$ cat config.mk
export PLATFORM = sky130hd
export DESIGN_NAME = m_unit_param
export DESIGN_NICKNAME = d
export VERILOG_FILES = /design/src/rtl/m_unit_param.sv
export SDC_FILE = /design/constraint.sdc
export NUM_CORES = 2
export LEC_CHECK = 0
export ABC_AREA = 1
export BUFFER_PORTS_ARGS = -buffer_cell sky130_fd_sc_hd__buf_2
export CAP_MARGIN = 10
export CORE_MARGIN = 4
export CORE_UTILIZATION = 45
export DETAILED_ROUTE_END_ITERATION = 10
export SLEW_MARGIN = 5
export SYNTH_ARGS = -nofsm -noshare
export SYNTH_HDL_FRONTEND = slang
export SYNTH_SLANG_ARGS = --single-unit
$ cat constraint.sdc
create_clock -name clk -period 8.3 [get_ports clk]
set_input_delay 0.83 -clock clk [delete_from_list [all_inputs] [get_ports clk]]
set_output_delay 0.83 -clock clk [all_outputs]
set_load 0.01 [all_outputs]
$ cat src/rtl/m_unit_param.sv
// m_unit_param: RV32M/RV64M multiply/divide coprocessor on the PCPI port (shift-add multiply, restoring divide).
// Optional macro M_RESULT_REUSE_EN keeps the last full divide's results and answers a repeat of it in one cycle.
module m_unit_param #(
   parameter int XLEN     = 32,
   parameter int DIV_STEP = 1,
   parameter int MUL_STEP = 8
) (
   input  logic            clk,
   input  logic            reset,
   input  logic            pcpi_valid,
   input  logic [31:0]     pcpi_insn,
   input  logic [XLEN-1:0] pcpi_rs1,
   input  logic [XLEN-1:0] pcpi_rs2,
   output logic            pcpi_busy,
   output logic            pcpi_ready,
   output logic            pcpi_wr,
   output logic [XLEN-1:0] pcpi_rd
);
   localparam int MUL_CYCLES = XLEN / MUL_STEP;
   localparam int DIV_CYCLES = XLEN / DIV_STEP;
   localparam int CW         = $clog2(XLEN) + 1;
   localparam int MW         = XLEN + MUL_STEP;

   typedef enum logic [1:0] {IDLE, MUL, DIV, DONE} state_t;

   state_t              state;
   logic [2:0]          funct3_q;
   logic                a_neg_q, b_neg_q;
   logic [XLEN-1:0]     op_a, op_b;
   logic [2*XLEN-1:0]   mul_acc;
   logic [XLEN-1:0]     div_q, div_r;
   logic [CW-1:0]       cnt;

   logic [2:0]          f3;
   logic                accept, a_signed, b_signed, a_neg, b_neg;
   logic                div_zero, div_ovf, div_small, div_early;
   logic [XLEN-1:0]     abs_a, abs_b, early_res;
   logic                unused_insn_bits;

   assign f3        = pcpi_insn[14:12];
   assign accept    = (state == IDLE) && pcpi_valid && (pcpi_insn[6:0] == 7'b0110011)
                      && (pcpi_insn[31:25] == 7'b0000001);
   assign a_signed  = (f3 == 3'd1) || (f3 == 3'd2) || (f3 == 3'd4) || (f3 == 3'd6);
   assign b_signed  = (f3 == 3'd1) || (f3 == 3'd4) || (f3 == 3'd6);
   assign a_neg     = a_signed & pcpi_rs1[XLEN-1];
   assign b_neg     = b_signed & pcpi_rs2[XLEN-1];
   assign abs_a     = a_neg ? -pcpi_rs1 : pcpi_rs1;
   assign abs_b     = b_neg ? -pcpi_rs2 : pcpi_rs2;
   assign div_zero  = (pcpi_rs2 == '0);
   assign div_ovf   = f3[2] && !f3[0] && (pcpi_rs1 == {1'b1, {(XLEN-1){1'b0}}}) && (pcpi_rs2 == '1);
   assign div_small = (abs_a < abs_b);
   assign div_early = div_zero || div_ovf || div_small;
   assign unused_insn_bits = ^{pcpi_insn[24:15], pcpi_insn[11:7]};

   // f3[1] separates REM/REMU from DIV/DIVU for the early results
   always_comb begin
      early_res = '0;
      if (div_zero)
         early_res = f3[1] ? pcpi_rs1 : '1;
      else if (div_ovf)
         early_res = f3[1] ? '0 : pcpi_rs1;
      else
         early_res = f3[1] ? pcpi_rs1 : '0;
   end

`ifdef M_RESULT_REUSE_EN
   logic                reuse_valid, reuse_signed;
   logic [XLEN-1:0]     reuse_rs1, reuse_rs2, reuse_quot, reuse_rem;
   logic [XLEN-1:0]     rs1_q, rs2_q;
   logic                reuse_hit;

   assign reuse_hit = reuse_valid && (pcpi_rs1 == reuse_rs1) && (pcpi_rs2 == reuse_rs2)
                      && (reuse_signed == !f3[0]);
`endif

   // Multiply step: the high half absorbs |A| times the next MUL_STEP multiplier bits, then the pair shifts right
   logic [MW-1:0]          mul_sum;
   logic [2*XLEN+MUL_STEP-1:0] mul_wide;
   logic [2*XLEN-1:0]      mul_next, mul_fin;
   logic [XLEN-1:0]        mul_res;

   assign mul_sum  = {{MUL_STEP{1'b0}}, mul_acc[2*XLEN-1:XLEN]}
                     + (MW'(op_a) * MW'(mul_acc[MUL_STEP-1:0]));
   assign mul_wide = {mul_sum, mul_acc[XLEN-1:0]};
   assign mul_next = mul_wide[2*XLEN+MUL_STEP-1:MUL_STEP];
   assign mul_fin  = (a_neg_q ^ b_neg_q) ? -mul_next : mul_next;
   assign mul_res  = (funct3_q == 3'd0) ? mul_fin[XLEN-1:0] : mul_fin[2*XLEN-1:XLEN];

   // Restoring divide: DIV_STEP quotient bits per cycle through a widened partial remainder
   logic [XLEN+DIV_STEP-1:0] div_part;
   logic [XLEN-1:0]          div_quot, quot_fin, rem_fin;

   always_comb begin
      div_part = {{DIV_STEP{1'b0}}, div_r};
      div_quot = div_q;
      for (int i = 0; i < DIV_STEP; i++) begin
         div_part = {div_part[XLEN+DIV_STEP-2:0], div_quot[XLEN-1]};
         div_quot = {div_quot[XLEN-2:0], 1'b0};
         if (div_part >= {{DIV_STEP{1'b0}}, op_b}) begin
            div_part    = div_part - {{DIV_STEP{1'b0}}, op_b};
            div_quot[0] = 1'b1;
         end
      end
   end

   assign quot_fin = (a_neg_q ^ b_neg_q) ? -div_quot : div_quot;
   assign rem_fin  = a_neg_q ? -div_part[XLEN-1:0] : div_part[XLEN-1:0];

   // Controller and datapath; outputs are registered so they are clean for exactly the DONE cycle
   always_ff @(posedge clk or posedge reset) begin
      if (reset) begin
         state      <= IDLE;
         funct3_q   <= '0;
         a_neg_q    <= 1'b0;
         b_neg_q    <= 1'b0;
         op_a       <= '0;
         op_b       <= '0;
         mul_acc    <= '0;
         div_q      <= '0;
         div_r      <= '0;
         cnt        <= '0;
         pcpi_busy  <= 1'b0;
         pcpi_ready <= 1'b0;
         pcpi_wr    <= 1'b0;
         pcpi_rd    <= '0;
`ifdef M_RESULT_REUSE_EN
         reuse_valid  <= 1'b0;
         reuse_signed <= 1'b0;
         reuse_rs1    <= '0;
         reuse_rs2    <= '0;
         reuse_quot   <= '0;
         reuse_rem    <= '0;
         rs1_q        <= '0;
         rs2_q        <= '0;
`endif
      end else begin
         case (state)
            IDLE: begin
               if (accept) begin
                  funct3_q  <= f3;
                  a_neg_q   <= a_neg;
                  b_neg_q   <= b_neg;
                  op_a      <= abs_a;
                  op_b      <= abs_b;
                  cnt       <= '0;
                  pcpi_busy <= 1'b1;
`ifdef M_RESULT_REUSE_EN
                  rs1_q     <= pcpi_rs1;
                  rs2_q     <= pcpi_rs2;
`endif
                  if (!f3[2]) begin
                     state   <= MUL;
                     mul_acc <= {{XLEN{1'b0}}, abs_b};
`ifdef M_RESULT_REUSE_EN
                     reuse_valid <= 1'b0;
`endif
                  end else if (div_early) begin
                     state      <= DONE;
                     pcpi_ready <= 1'b1;
                     pcpi_wr    <= 1'b1;
                     pcpi_rd    <= early_res;
`ifdef M_RESULT_REUSE_EN
                  end else if (reuse_hit) begin
                     state      <= DONE;
                     pcpi_ready <= 1'b1;
                     pcpi_wr    <= 1'b1;
                     pcpi_rd    <= f3[1] ? reuse_rem : reuse_quot;
`endif
                  end else begin
                     state <= DIV;
                     div_q <= abs_a;
                     div_r <= '0;
                  end
               end
            end
            MUL: begin
               if (!pcpi_valid) begin
                  state     <= IDLE;
                  pcpi_busy <= 1'b0;
                  cnt       <= '0;
               end else begin
                  mul_acc <= mul_next;
                  cnt     <= cnt + CW'(1);
                  if (cnt == CW'(MUL_CYCLES - 1)) begin
                     state      <= DONE;
                     pcpi_ready <= 1'b1;
                     pcpi_wr    <= 1'b1;
                     pcpi_rd    <= mul_res;
                  end
               end
            end
            DIV: begin
               if (!pcpi_valid) begin
                  state     <= IDLE;
                  pcpi_busy <= 1'b0;
                  cnt       <= '0;
`ifdef M_RESULT_REUSE_EN
                  reuse_valid <= 1'b0;
`endif
               end else begin
                  div_q <= div_quot;
                  div_r <= div_part[XLEN-1:0];
                  cnt   <= cnt + CW'(1);
                  if (cnt == CW'(DIV_CYCLES - 1)) begin
                     state      <= DONE;
                     pcpi_ready <= 1'b1;
                     pcpi_wr    <= 1'b1;
                     pcpi_rd    <= funct3_q[1] ? rem_fin : quot_fin;
`ifdef M_RESULT_REUSE_EN
                     reuse_valid  <= 1'b1;
                     reuse_signed <= !funct3_q[0];
                     reuse_rs1    <= rs1_q;
                     reuse_rs2    <= rs2_q;
                     reuse_quot   <= quot_fin;
                     reuse_rem    <= rem_fin;
`endif
                  end
               end
            end
            default: begin
               state      <= IDLE;
               cnt        <= '0;
               pcpi_busy  <= 1'b0;
               pcpi_ready <= 1'b0;
               pcpi_wr    <= 1'b0;
               pcpi_rd    <= '0;
            end
         endcase
      end
   end
endmodule

==> impl_table.tex <==
\begin{tabular}{lr}
\hline
Metric & Value \\
\hline
\multicolumn{2}{l}{\textbf{Global route}} \\
First-pass GRT wire length & 166400 µm \\
Global-route total usage across every layer & 0.3014 \\
Grt total ovfl & 0 \\
Via count of the first global-routing pass & 28580 \\
Pin count of the biggest net entering global routing & 156 \\
Antenna violations before repair & 1 \\
\multicolumn{2}{l}{\textbf{Finish}} \\
Filler cell count & 6959 \\
Fin area & 32400 µm² \\
Non-filler cells, final & 5533 \\
Area overhead of the layout relative to synthesis & 8.610\% \\
Diode insertion count for antenna repair & 0 \\
Share of layout cells above drive strength 1 & 0.06875 \\
Layout net count & 5091 \\
\multicolumn{2}{l}{\textbf{Pwr}} \\
Peak supply drop & 721.3 µV \\
Leakage & 0.01840 µW \\
Internal & 4194 µW \\
Power per unit of standard cell area & 286.6 nW/µm² \\
Switching power total & 5092 µW \\
Proportion of power drawn by combinational gates & 0.633 \\
Switching portion of total power & 0.5483 \\
Clk network pwr share & 0.168 \\
Sequential fraction of design power & 0.199 \\
\multicolumn{2}{l}{\textbf{Timing}} \\
Final number of hold-violating endpoints & 0 \\
RSZ-0062 raised after global routing & false \\
Number of max-slew violations in the final report & 0 \\
Final critical path time including I/O delays and setup & 6756 ps \\
Worst max-slew margin expressed relative to the limit & 0.2461 \\
Transition at the pin with the smallest max-transition slack & 1131 ps \\
Finish-stage setup viols & 0 \\
Period Utilization, post-route & 0.8140 \\
Achievable Freq & 148.0 MHz \\
Largest clock skew in the final design & 11.81 ps \\
Sum Neg Setup Slack & 0 ps \\
\multicolumn{2}{l}{\textbf{Setup path}} \\
Critical setup path kind & flop to flop \\
Arrival time of the worst setup path & 7240 ps \\
Slowest Stage Delay on Critical Path & 660 ps \\
Buffers plus inverters on the worst setup path & 6 \\
Critical path peak fanout & 22 \\
Worst setup SP type & flop \\
Data required time of the worst path & 8780 ps \\
Gate family responsible for the most delay along the worst path & adder cells \\
Endpoint class of the critical path & flop \\
Slowest CP cell & sky130\_fd\_sc\_hd\_\_dfrtp\_1 \\
Most frequent CP cell & sky130\_fd\_sc\_hd\_\_nand2\_1 \\
\multicolumn{2}{l}{\textbf{Die}} \\
Placement row count & 94 \\
Core Footprint & 65750 µm² \\
Initial core utilization & 0.4538 \\
Total Die Area & 70480 µm² \\
Floorplan die width & 265.5 µm \\
Die extent in y & 265.5 µm \\
Boundary Pins & 134 \\
\multicolumn{2}{l}{\textbf{Routing}} \\
DRC & 0 \\
Average vias per placed instance & 5.347 \\
Number of violations reported at the end of detailed-routing iteration 0 & 2244 \\
Antenna violation net count after detailed routing & 0 \\
Detailed Routing Iterations Pass 1 & 8 \\
Average wire length per cell after detail routing & 19.41 µm \\
Total Wirelength & 107400 µm \\
Vias & 29590 \\
\multicolumn{2}{l}{\textbf{Placed design}} \\
Dpl cell area & 31240 µm² \\
Detailed placer's ending HPWL & 86350 µm \\
Routability cong. & 0.9624 \\
Placed Cells incl. Taps & 5477 \\
Count of input and output buffers & 118 \\
\multicolumn{2}{l}{\textbf{Yosys}} \\
Most common cell in the netlist & sky130\_fd\_sc\_hd\_\_nand2\_1 \\
Mean instance size in the synthesized netlist & 6.457 µm² \\
Async set-or-reset flop fraction in the synthesized netlist & 1.000 \\
Portion of synthesized cell area occupied by the leading cell type & 0.2005 \\
Post-synthesis cell area & 29830 µm² \\
Total nets after synthesis & 5066 \\
Count of state elements after synthesis & 239 \\
Number of instances in the synthesized netlist & 4620 \\
Sequential share of the synthesized area & 0.2005 \\
EDFF count, synth & 0 \\
Post-synth top cells & sky130\_fd\_sc\_hd\_\_nand2\_1 (1408), sky130\_fd\_sc\_hd\_\_inv\_1 (890), sky130\_fd\_sc\_hd\_\_nor2\_1 (326) \\
Cell types with the largest area share after synthesis & sky130\_fd\_sc\_hd\_\_dfrtp\_1 (20\%), sky130\_fd\_sc\_hd\_\_nand2\_1 (18\%), sky130\_fd\_sc\_hd\_\_fa\_1 (14\%) \\
Number of unique standard cell types used by synthesis & 58 \\
Commonest register cell after synthesis & sky130\_fd\_sc\_hd\_\_dfrtp\_1 \\
Ys Warns & 0 \\
Area leader, netlist & sky130\_fd\_sc\_hd\_\_dfrtp\_1 \\
\multicolumn{2}{l}{\textbf{Clock network}} \\
Clock tree from TritonCTS & yes \\
TritonCTS Buffers & 30 \\
Insertion delay to the later sink of the worst-skew pair & 590 ps \\
Number of post-CTS setup repair buffers & 0 \\
Number of hold-repair buffers added at the cts stage & 0 \\
Number of buffers between clock root and the deepest sink & 3 \\
Clock sink count & 239 \\
Count of cells resized by post-cts repair & 0 \\
Root Driver & sky130\_fd\_sc\_hd\_\_clkbuf\_16 \\
Register clock-pin slew on the reported worst setup and hold paths & 70 ps \\
\# H-tree levels & 1 \\
\multicolumn{2}{l}{\textbf{Status}} \\
Result of the run & finished, final reports clean \\
\multicolumn{2}{l}{\textbf{Worst hold path}} \\
HP Class & primary input to asynchronous set/reset pin \\
\multicolumn{2}{l}{\textbf{Run}} \\
Max capacitance violation total & 0 \\
\hline
\end{tabular}
-- metrics by stage --
step                      worst slack [ps]  utilization  total power (µW)  hold WS, ps
after global routing                 986.8       0.4928             10060        372.9
after global placement                1689       0.4752              7634        460.9
after CTS                             1583       0.4928              9244        327.8
after floorplan                      910.2            -              6028        453.0
final                                 1544       0.4928              9286        310.4
after detailed placement              1627       0.4752              7660        465.2
-- registers in the layout (all words and copies together), names as in the netlist --
register   count
a_neg_q        1
mul_acc       64
b_neg_q        1
div_q         32
pcpi_busy      1
div_r         32
pcpi_rd       32
op_a          32
funct3_q       3
state          2
op_b          32
cnt            6
pcpi_wr        1
-- cell usage in the layout (no fill, tap or decap), drive strengths merged, types with 5 or more instances in the layout --
master / count
a21oi: 152
nor3: 49
buf: 176
o22ai: 59
bufinv: 8
ha: 134
clkinv: 9
xnor2: 23
fa: 213
dfrtp: 239
xor2: 63
nand4: 61
a31oi: 33
nand2: 1436
inv: 899
nand3: 278
o211ai: 21
o311ai: 6
a22oi: 17
o21bai: 9
nor2: 342
o21ai: 274
clkbuf: 36
or2: 19
and2: 5
nor4: 17
mux2i: 26
o31ai: 5
nand3b: 23
o221ai: 13
-- final cells by class --
cell class,instances,area (µm²),share of cell area
tap,864,1081,0.03336
inverter,900,3386,0.1045
clock inverter,20,325.3,0.01004
clock buffer,36,834.6,0.02576
timing repair buffer,176,1064,0.03282
multi-input combinational,3298,19730,0.6090
sequential,239,5981,0.1846
-- final timing paths --
kind                             from           to  slack [ps]  cells after the start
setup / recovery           mul_acc[4]  pcpi_rd[26]        1540                     29
hold / removal                  reset   mul_acc[3]         310                      2
setup reg to reg           mul_acc[4]  pcpi_rd[26]        1540                     29
hold reg to reg            pcpi_rd[4]   pcpi_rd[4]         470                      2
max in group asynchronous       reset  mul_acc[40]        6520                      3
min in group clk           pcpi_rd[4]   pcpi_rd[4]         470                      2
-- power by group through the flow --
stage               clock network, µW  registers (µW)  logic [µW]
finish                           1560            1850        5880
global route                     1620            1880        6560
CTS                              1570            1840        5830
detailed placement                  0            1850        5810
global placement                    0            1850        5780
floorplan                           0            1710        4320
-- kinds of logic after synthesis --
family          Yosys count  share of synthesized area
compound gates          605                     0.1147
xor+xnor                 86                    0.02525
fa+ha+maj               347                     0.1991
buf+inv                1083                     0.1387
flops                   239                     0.2005
mux                      27                   0.009101
simple gates           2233                     0.3127
-- per-layer routing --
layer | GRT usage | routed length, µm | share of wire
met2 | 0.5006 | 49650 | 0.46
met1 | 0.3979 | 45290 | 0.42
met3 | 0.03506 | 6720 | 0.063
met4 | 0.1336 | 5731 | 0.053
met5 | 0 | 13 | 0.00012
Power figures use the tool's default switching activity.
